<file path="config.mk">
export PLATFORM = sky130hd
export DESIGN_NAME = serial_adder
export DESIGN_NICKNAME = d
export VERILOG_FILES = /design/src/rtl/serial_adder.sv
export SDC_FILE = /design/constraint.sdc
export NUM_CORES = 1
export LEC_CHECK = 0
export ABC_CLOCK_PERIOD_IN_PS = 1200
export BUFFER_PORTS_ARGS = -buffer_cell sky130_fd_sc_hd__buf_2
export CORE_ASPECT_RATIO = 1.4
export CORE_MARGIN = 2
export CORE_UTILIZATION = 25
export DETAILED_ROUTE_END_ITERATION = 6
export SYNTH_ARGS = -nofsm -noshare
export SYNTH_HDL_FRONTEND = slang
export SYNTH_SLANG_ARGS = --single-unit
</file>
<file path="constraint.sdc">
create_clock -name clk -period 1.2 [get_ports clk]
set_input_delay 0.06 -clock clk [delete_from_list [all_inputs] [get_ports clk]]
set_output_delay 0.06 -clock clk [all_outputs]
set_load 0.005 [all_outputs]
</file>
<file path="src/rtl/serial_adder.sv">
// serial_adder: bit-serial adder, one full_adder cell, LSB first.
//
// Adds two WIDTH-bit operands plus a carry-in, one bit per clock, holding
// the inter-bit carry in a flop. A request is accepted in IDLE or DONE,
// RUN lasts WIDTH cycles, and DONE pulses done for one cycle.
//
// Ports:
//   clk    - rising-edge clock
//   rst_n  - asynchronous active-low reset
//   start  - request; accepted in IDLE or DONE, ignored in RUN
//   a, b   - operands, captured on the accept edge
//   c_in   - carry-in, captured on the accept edge
//   busy   - high while in RUN
//   done   - one-cycle result-valid pulse
//   sum    - result, held from done until the next accepted start
//   c_out  - final carry-out, same validity as sum
//   ovf    - signed overflow flag (0 unless SERIAL_ADDER_OVERFLOW_EN)
//
// Build option: define SERIAL_ADDER_OVERFLOW_EN to compute ovf as
// (carry into MSB) XOR (carry out of MSB); otherwise ovf is tied to 0.

// Single-bit full adder cell.
module full_adder (
    input  logic a,
    input  logic b,
    input  logic c_in,
    output logic sum,
    output logic c_out
);
    assign sum   = a ^ b ^ c_in;
    assign c_out = (a & b) | (c_in & (a ^ b));
endmodule

module serial_adder #(
    parameter int unsigned WIDTH = 8
) (
    input  logic             clk,
    input  logic             rst_n,
    input  logic             start,
    input  logic [WIDTH-1:0] a,
    input  logic [WIDTH-1:0] b,
    input  logic             c_in,
    output logic             busy,
    output logic             done,
    output logic [WIDTH-1:0] sum,
    output logic             c_out,
    output logic             ovf
);
    // Counter holds 0..WIDTH-1 with headroom, so it never wraps.
    localparam int unsigned CNT_W = $clog2(WIDTH) + 1;

    typedef enum logic [1:0] {
        IDLE = 2'd0,
        RUN  = 2'd1,
        DONE = 2'd2
    } state_t;

    state_t             state;
    logic [WIDTH-1:0]   a_sh;
    logic [WIDTH-1:0]   b_sh;
    logic               carry;
    logic [CNT_W-1:0]   cnt;

    logic               fa_sum;
    logic               fa_cout;
    logic [WIDTH-1:0]   sum_shift_c;
    logic               last_bit_c;

    full_adder u_fa (
        .a     (a_sh[0]),
        .b     (b_sh[0]),
        .c_in  (carry),
        .sum   (fa_sum),
        .c_out (fa_cout)
    );

    // New sum bit enters at the MSB; after WIDTH shifts bit 0 sits at LSB.
    if (WIDTH == 1) begin : g_sum_w1
        assign sum_shift_c = fa_sum;
    end else begin : g_sum_wn
        assign sum_shift_c = {fa_sum, sum[WIDTH-1:1]};
    end

    assign last_bit_c = (state == RUN) && (cnt == CNT_W'(WIDTH - 1));

    // Control FSM and datapath registers.
    always_ff @(posedge clk or negedge rst_n) begin
        if (!rst_n) begin
            state <= IDLE;
            a_sh  <= '0;
            b_sh  <= '0;
            carry <= 1'b0;
            cnt   <= '0;
            busy  <= 1'b0;
            done  <= 1'b0;
            sum   <= '0;
            c_out <= 1'b0;
        end else begin
            done <= 1'b0;
            case (state)
                IDLE, DONE: begin
                    if (start) begin
                        state <= RUN;
                        a_sh  <= a;
                        b_sh  <= b;
                        carry <= c_in;
                        cnt   <= '0;
                        sum   <= '0;
                        c_out <= 1'b0;
                        busy  <= 1'b1;
                    end else begin
                        state <= IDLE;
                    end
                end
                RUN: begin
                    sum   <= sum_shift_c;
                    carry <= fa_cout;
                    a_sh  <= a_sh >> 1;
                    b_sh  <= b_sh >> 1;
                    cnt   <= cnt + CNT_W'(1);
                    if (last_bit_c) begin
                        state <= DONE;
                        busy  <= 1'b0;
                        done  <= 1'b1;
                        c_out <= fa_cout;
                    end
                end
                default: begin
                    state <= IDLE;
                    busy  <= 1'b0;
                end
            endcase
        end
    end

`ifdef SERIAL_ADDER_OVERFLOW_EN
    // On the MSB step the carry flop holds the carry into the MSB.
    always_ff @(posedge clk or negedge rst_n) begin
        if (!rst_n) begin
            ovf <= 1'b0;
        end else if ((state == IDLE || state == DONE) && start) begin
            ovf <= 1'b0;
        end else if (last_bit_c) begin
            ovf <= carry ^ fa_cout;
        end
    end
`else
    assign ovf = 1'b0;
`endif

endmodule
</file>
==> results of run 1 <==
==> area by class of cell <==
class / count / share of cell area [%]
clock buffer: 7 / 3.62
inverter: 3 / 0.535
multi-input combinational: 79 / 28.8
sequential: 34 / 40.4
tap: 70 / 4.16
timing repair buffer: 61 / 22.5
==> where the power goes <==
part / leakage (µW) / internal (µW) / switching [µW] / total (µW)
Sequential: 0.000432 / 1630 / 302 / 1930
Clock: 0.0000383 / 399 / 365 / 764
Combinational: 0.000545 / 1290 / 1090 / 2380
==> flip-flops by register name, indices dropped and copies added (netlist names) <==
| signal | flops |
|---|---|
| a_sh | 8 |
| b_sh | 8 |
| busy | 1 |
| c_out | 1 |
| carry | 1 |
| cnt | 4 |
| done | 1 |
| state | 2 |
| sum | 8 |
==> stage by stage <==
step / total power (µW) / util (%) / area [µm²] / setup WS [ns] / TNS (ns)
floorplan: 3250 / - / 1480 / 0.0323 / 0
global placement: 3870 / 30.6 / 1770 / -0.171 / -2.07
detailed placement: 3920 / 30.6 / 1770 / -0.268 / -3.36
CTS: 4950 / 35.2 / 2040 / -0.0123 / -0.0362
global route: 5520 / 36.4 / 2110 / -0.0652 / -0.921
finish: 5070 / 36.4 / 2110 / -0.00385 / -0.00385
==> cells in the mapped netlist, drive strengths merged, types with 2 or more instances <==
library cell / count
dfrtp: 34
nand2: 16
a22oi: 12
nand3: 12
a22o: 11
buf: 10
mux2i: 5
nor2: 5
inv: 3
a221o: 2
nand2b: 2
nand3b: 2
nor2b: 2
nor3: 2
==> worst paths after layout <==
kind / slack (ns) / from / endpoint / cells after the start
setup / recovery: -0.004 / state[0] / b_sh[0] / 4
hold / removal: 0.008 / a[4] / a_sh[4] / 3
setup reg to reg: -0.004 / state[0] / b_sh[0] / 4
hold reg to reg: 0.46 / cnt[3] / cnt[3] / 1
max in group asynchronous: 0.75 / rst_n / b_sh[7] / 3
min in group asynchronous: 0.26 / rst_n / busy / 3
==> worst min-delay path: stages <==
cell	delay (ns)
buf_2	0.09
a22oi_2	0.05
nand2_1	0.05
==> kinds of logic (layout without fill, tap and decap cells) <==
logic type      count (synthesis)  in the layout  share of synthesized area (%)
mux                             5              5                           3.39
compound gates                 27             27                           14.9
other cells                     1              1                          0.254
flops                          34             34                           57.6
fa+ha+maj                       2              2                           2.20
xor+xnor                        1              1                          0.593
buf+inv                        13             71                           6.35
simple gates                   43             43                           14.7
==> routing by layer <==
layer,vias up,routed length [µm]
met5,-,0
met4,0,23
met3,2,189
met2,34,1770
met1,588,1360
li1,564,-
==> repair_timing <==
action	4_1_cts	5_1_grt
pin swaps	0	5
gates cloned	0	0
buffers inserted	5	0
resized for setup	10	16
setup endpoints to repair	23	27
hold buffers	11	0
endpoints found under the hold margin	44	0
==> metrics.csv, run 1 <==
stage,metric,value,unit
drt,Routed WL,3340,µm
worst_setup_path,Buffers & Inverters on Critical Path,1,
drt,via count,1188,
worst_setup_path,CP Capture Type,register,
floorplanning,Rows,33,
worst_setup_path,slowest CP cell,dfrtp_1,
synth,Synthesis Warnings,0,
pwr,VDD IR max,0.000609,V
place,Port Buffer Count,30,
global_routing,GR Layer Usage met1,13.8,%
clocking,Worst-Skew Late Latency,0.28,ns
global_routing,antenna violations before repair,0,
global_routing,GR Util met2,18.3,%
timing,final worst path period need,1.20,ns
floorplanning,die height,95.0,µm
synth,"FFs w/ async S/R, synth",100,%
synth,"Seq/Total Area, Yosys",57.6,%
synth,average size of a mapped cell,11.7,µm²
timing,skew final,0.00200,ns
worst_setup_path,worst-path maximum fanout,10,
final_layout,share of cells above drive strength 1,39.7,%
drt,Final ANT Viol Nets,0,
timing,Hold WS,0.00789,ns
pwr,P per Cell Area,2410,nW/µm²
synth,Main synth FF type,dfrtp_1,
final_layout,"most common cell after layout, fill and taps aside",dfrtp_1,
pwr,LEAKAGE,0.00102,µW
drt,DRT Pass-1 Iters,4,
final_layout,"commonest cells after routing, fill and taps aside","dfrtp_1, buf_2, nand2_1",
global_routing,first-pass GRT wire length,5490,µm
clocking,CTS tree,done,
final_layout,n_diodes,0,
drt,DRC,0,
clocking,maximum clock path buffer count,2,
hold_path,worst hold path class,in2reg,
floorplanning,Die W,69.0,µm
clocking,CTS sink cnt,34,
final_layout,Nets,206,
drt,detailed-route wire length per cell,13.2,µm
clocking,root buffer cell,clkbuf_8,
place,DPL Wire Length,2280,µm
final_layout,final non-filler cell total,254,
synth,post-synth top area cell,dfrtp_1,
timing,PnR worst setup slack,-0.00385,ns
worst_setup_path,Critical Path Max Stage Delay,0.39,ns
synth,library cells used by synthesis,26,
floorplanning,Die ar.,6550,µm²
synth,#FFs+latches synth,34,
final_layout,Multi-input gate area,606,µm²
floorplanning,core box area,5780,µm²
outcome,failing checks,setup timing,
global_routing,vias in the first global route,1139,
floorplanning,number of I/O pins,32,
timing,Final setup violation count,1,
global_routing,global-route usage over all layers,11.6,%
global_routing,GRT Residual Overflow,0,
synth,Post-synth EDFFs,0,
synth,Post-Syn Area,1480,µm²
floorplanning,initial core utilization,25.6,%
worst_setup_path,CP Class,reg2reg,
worst_setup_path,crit-path cells,and2b_4 > buf_12 > nor3_1 > a221o_1,
drt,initial DRC count,41,
place,cell count after placement,231,
clocking,CTS H-tree depth,2,
drt,drt via density,4.68,
worst_setup_path,Critical Path RT,1.36,ns
clocking,"Clk pin slew, worst setup/hold paths",0.06,ns
synth,syn nets,148,
synth,area share of the largest cell type after synthesis,57.6,%
global_routing,largest net degree at the start of global routing,35,
global_routing,met3 usage,4.65,%
place,gp weighted congestion,0.741,
clocking,TritonCTS Buffers,5,
timing,share of the cycle needed by the critical path after routing,100,%
worst_setup_path,crit start category,register,
timing,"Hold Vio Cnt, Final",0,
worst_setup_path,"delay-heaviest family, CP",flip-flops,
timing,max frequency,831,MHz
timing,fin. max-slew vios,0,
job,max_cap viols,0,
global_routing,busiest grt layer,met2,
timing,RSZ-0062 raised after global routing,true,
synth,Post-Syn Instances,126,
final_layout,Area Overhead vs Synth,42.5,%
final_layout,register area,851,µm²
worst_setup_path,critical path arrival,1.36,ns
final_layout,filler cell count,598,
synth,dominant cells by area after synthesis,"dfrtp_1, a22o_1, a22oi_1, nand3_1, nand2_1",
outcome,outcome,"finished, violations left",
No activity file was read; power rests on OpenSTA's default activity.
==> inputs of run 2 (changes only) <==
Settings changed: CORE_MARGIN 2 to 5.
==> run 2 against run 1 <==
Compared with the run above: the run ends with hold timing, setup timing left; design area shrank 5.9%; worst setup slack lost 0.039 ns; register-to-register slack lost 0.04 ns; clock skew grew 0.0048 ns; first-iteration DRC count shrank 12%; clock power grew 36%; power shrank 2.6%; die area grew 16%; wire length grew 1.7%; critical path type unchanged; critical endpoint unchanged; largest power group unchanged; highest routed layer unchanged.
==> metrics.csv, run 2 (synthesized netlist as in run 1, its figures left out) <==
stage,metric,value,unit,change
clocking,root buffer cell,clkbuf_8,,
drt,DRC,0,,unchanged
clocking,CTS sink cnt,34,,unchanged
worst_setup_path,Buffers & Inverters on Critical Path,1,,unchanged
floorplanning,Die ar.,7570,µm²,+16%
final_layout,share of cells above drive strength 1,32.0,%,-7.7 points
outcome,outcome,"finished, violations left",,
final_layout,biggest regs,"a_sh: 8 flops, b_sh: 8 flops, sum: 8 flops",,
pwr,LEAKAGE,0.000976,µW,-3.9%
final_layout,"commonest cells after routing, fill and taps aside","dfrtp_1, buf_2, nand2_1",,
clocking,TritonCTS Buffers,5,,unchanged
pwr,Internal,3250,µW,-2.2%
final_layout,n_diodes,0,,unchanged
worst_setup_path,slowest CP cell,dfrtp_1,,
global_routing,first-pass GRT wire length,5780,µm,+5.4%
final_layout,Area Overhead vs Synth,34.1,%,
worst_setup_path,CP Capture Type,register,,
drt,Final ANT Viol Nets,0,,unchanged
clocking,Worst-Skew Late Latency,0.28,ns,about the same
worst_setup_path,"delay-heaviest family, CP",flip-flops,,
timing,RSZ-0062 raised after global routing,true,,
worst_setup_path,R2R depth,4,,unchanged
pwr,P per Cell Area,2490,nW/µm²,+3.5%
hold_path,worst hold path class,in2reg,,
floorplanning,die height,101,µm,+6.3%
final_layout,final core area utilization,34.0,%,-2.4 points
worst_setup_path,CP Class,reg2reg,,
timing,share of the cycle needed by the critical path after routing,104,%,+3.2 points
worst_setup_path,Crit path depth,4,,unchanged
final_layout,final non-filler cell total,245,,-3.5%
pwr,VDD IR max,0.00126,V,+110%
global_routing,antenna violations before repair,0,,unchanged
hold_path,worst hold stages,3,,unchanged
floorplanning,Rows,33,,unchanged
clocking,"Clk pin slew, worst setup/hold paths",0.07,ns,about the same
pwr,Clk pwr share,21.0,%,+5.9 points
timing,final worst path period need,1.24,ns,+0.0385 ns
floorplanning,initial core utilization,25.4,%,-0.18 points
timing,fin. max-slew vios,0,,unchanged
timing,max frequency,805,MHz,-3.1%
worst_setup_path,Critical Path RT,1.37,ns,about the same
drt,detailed-route wire length per cell,13.9,µm,+5.4%
timing,Hold WS,-0.000502,ns,-0.00840 ns
drt,drt via density,4.68,,about the same
outcome,failing checks,"hold timing, setup timing",,
clocking,CTS tree,done,,
global_routing,vias in the first global route,1140,,+0.088%
drt,Routed WL,3400,µm,+1.7%
pwr,sequential power share,38.6,%,+0.5 points
worst_setup_path,crit-path cells,and2b_4 > buf_12 > nor3_2 > a221o_1,,
place,DPL Wire Length,2350,µm,+2.8%
global_routing,GRT Residual Overflow,0,,unchanged
clocking,Setup Buffers After CTS,0,,-5
final_layout,Nets,196,,-4.9%
floorplanning,Die W,75.0,µm,+8.7%
global_routing,largest net degree at the start of global routing,35,,unchanged
worst_setup_path,Critical Path Max Stage Delay,0.39,ns,about the same
final_layout,"most common cell after layout, fill and taps aside",dfrtp_1,,
job,max_cap viols,0,,unchanged
drt,initial DRC count,36,,-12%
pwr,combinational share of power,40.4,%,-6.5 points
timing,skew final,0.00685,ns,+0.00485 ns
place,Port Buffer Count,30,,unchanged
timing,PnR worst setup slack,-0.0423,ns,-0.0385 ns
pwr,Net Switching,1700,µW,-3.3%
place,gp weighted congestion,0.688,,-7.2%
worst_setup_path,worst-path maximum fanout,21,,+11
global_routing,global-route usage over all layers,10.1,%,-1.5 points
floorplanning,core box area,5820,µm²,+0.71%
timing,Worst slew margin,66.4,%,
pwr,Switching Share,34.3,%,-0.24 points
timing,Final setup violation count,14,,+13
floorplanning,number of I/O pins,32,,unchanged
timing,Worst Tran Pin Value,0.503,ns,
worst_setup_path,critical path arrival,1.41,ns,+0.05 ns
timing,"Hold Vio Cnt, Final",1,,+1
worst_setup_path,crit start category,register,,
drt,DRT Pass-1 Iters,4,,unchanged
clocking,CTS H-tree depth,2,,unchanged
drt,via count,1146,,-3.5%
clocking,maximum clock path buffer count,2,,unchanged
place,cell count after placement,227,,-1.7%
==> run 2: metal layers <==
layer | share of wire (%) | routed length, µm | track usage (%)
met1 | 41 | 1400 | 12.7
met2 | 51 | 1750 | 16.4
met3 | 5.9 | 201 | 3.19
met4 | 1.4 | 47 | 3.29
met5 | 0 | 0 | 0
==> run 2: repair_timing <==
action	4_1_cts	5_1_grt
gates resized for setup	8	4
endpoints found under the setup margin	16	25
hold buffers	10	0
hold endpoints to repair	43	0
gates cloned	0	0
==> run 2: area by class of cell <==
cell class	count	area, µm²
Fill cell	598	3840
Sequential cell	34	851
Multi-Input combinational cell	79	546
Timing Repair Buffer	51	378
Tap cell	70	87.6
Clock buffer	5	68.8
Clock inverter	3	40.0
Inverter	3	11.3
==> run 2: power groups by stage <==
stage / logic [µW] / registers, µW / clock network [µW]
floorplan: 1360 / 1890 / 0
global placement: 1820 / 1920 / 0
detailed placement: 1860 / 1930 / 0
CTS: 2010 / 1920 / 1060
global route: 2230 / 1970 / 1120
finish: 2000 / 1910 / 1040
==> run 2: worst paths after layout <==
check / start / to / slack [ns]
min in group asynchronous: rst_n / busy / 0.26
hold / removal: b[5] / b_sh[5] / -0.0005
hold reg to reg: cnt[3] / cnt[3] / 0.48
setup / recovery: state[0] / b_sh[0] / -0.04
max in group asynchronous: rst_n / a_sh[5] / 0.75
setup reg to reg: state[0] / b_sh[0] / -0.04
==> run 2: worst reg2reg max path: stages, from the launching register on <==
cell and delay [ns]:
dfrtp_1 0.39, and2b_4 0.28, buf_12 0.16, nor3_2 0.06
a221o_1 0.25
==> run 2: per-stage QoR <==
step	power [µW]	TNS, ns	cell area [µm²]	setup WS, ns
CTS	4990	-0.426	1970	-0.0425
detailed placement	3790	-3.17	1730	-0.258
floorplan	3250	0	1480	0.0323
global placement	3740	-2.40	1730	-0.186
global route	5320	-1.16	1980	-0.0966
finish	4940	-0.382	1980	-0.0423
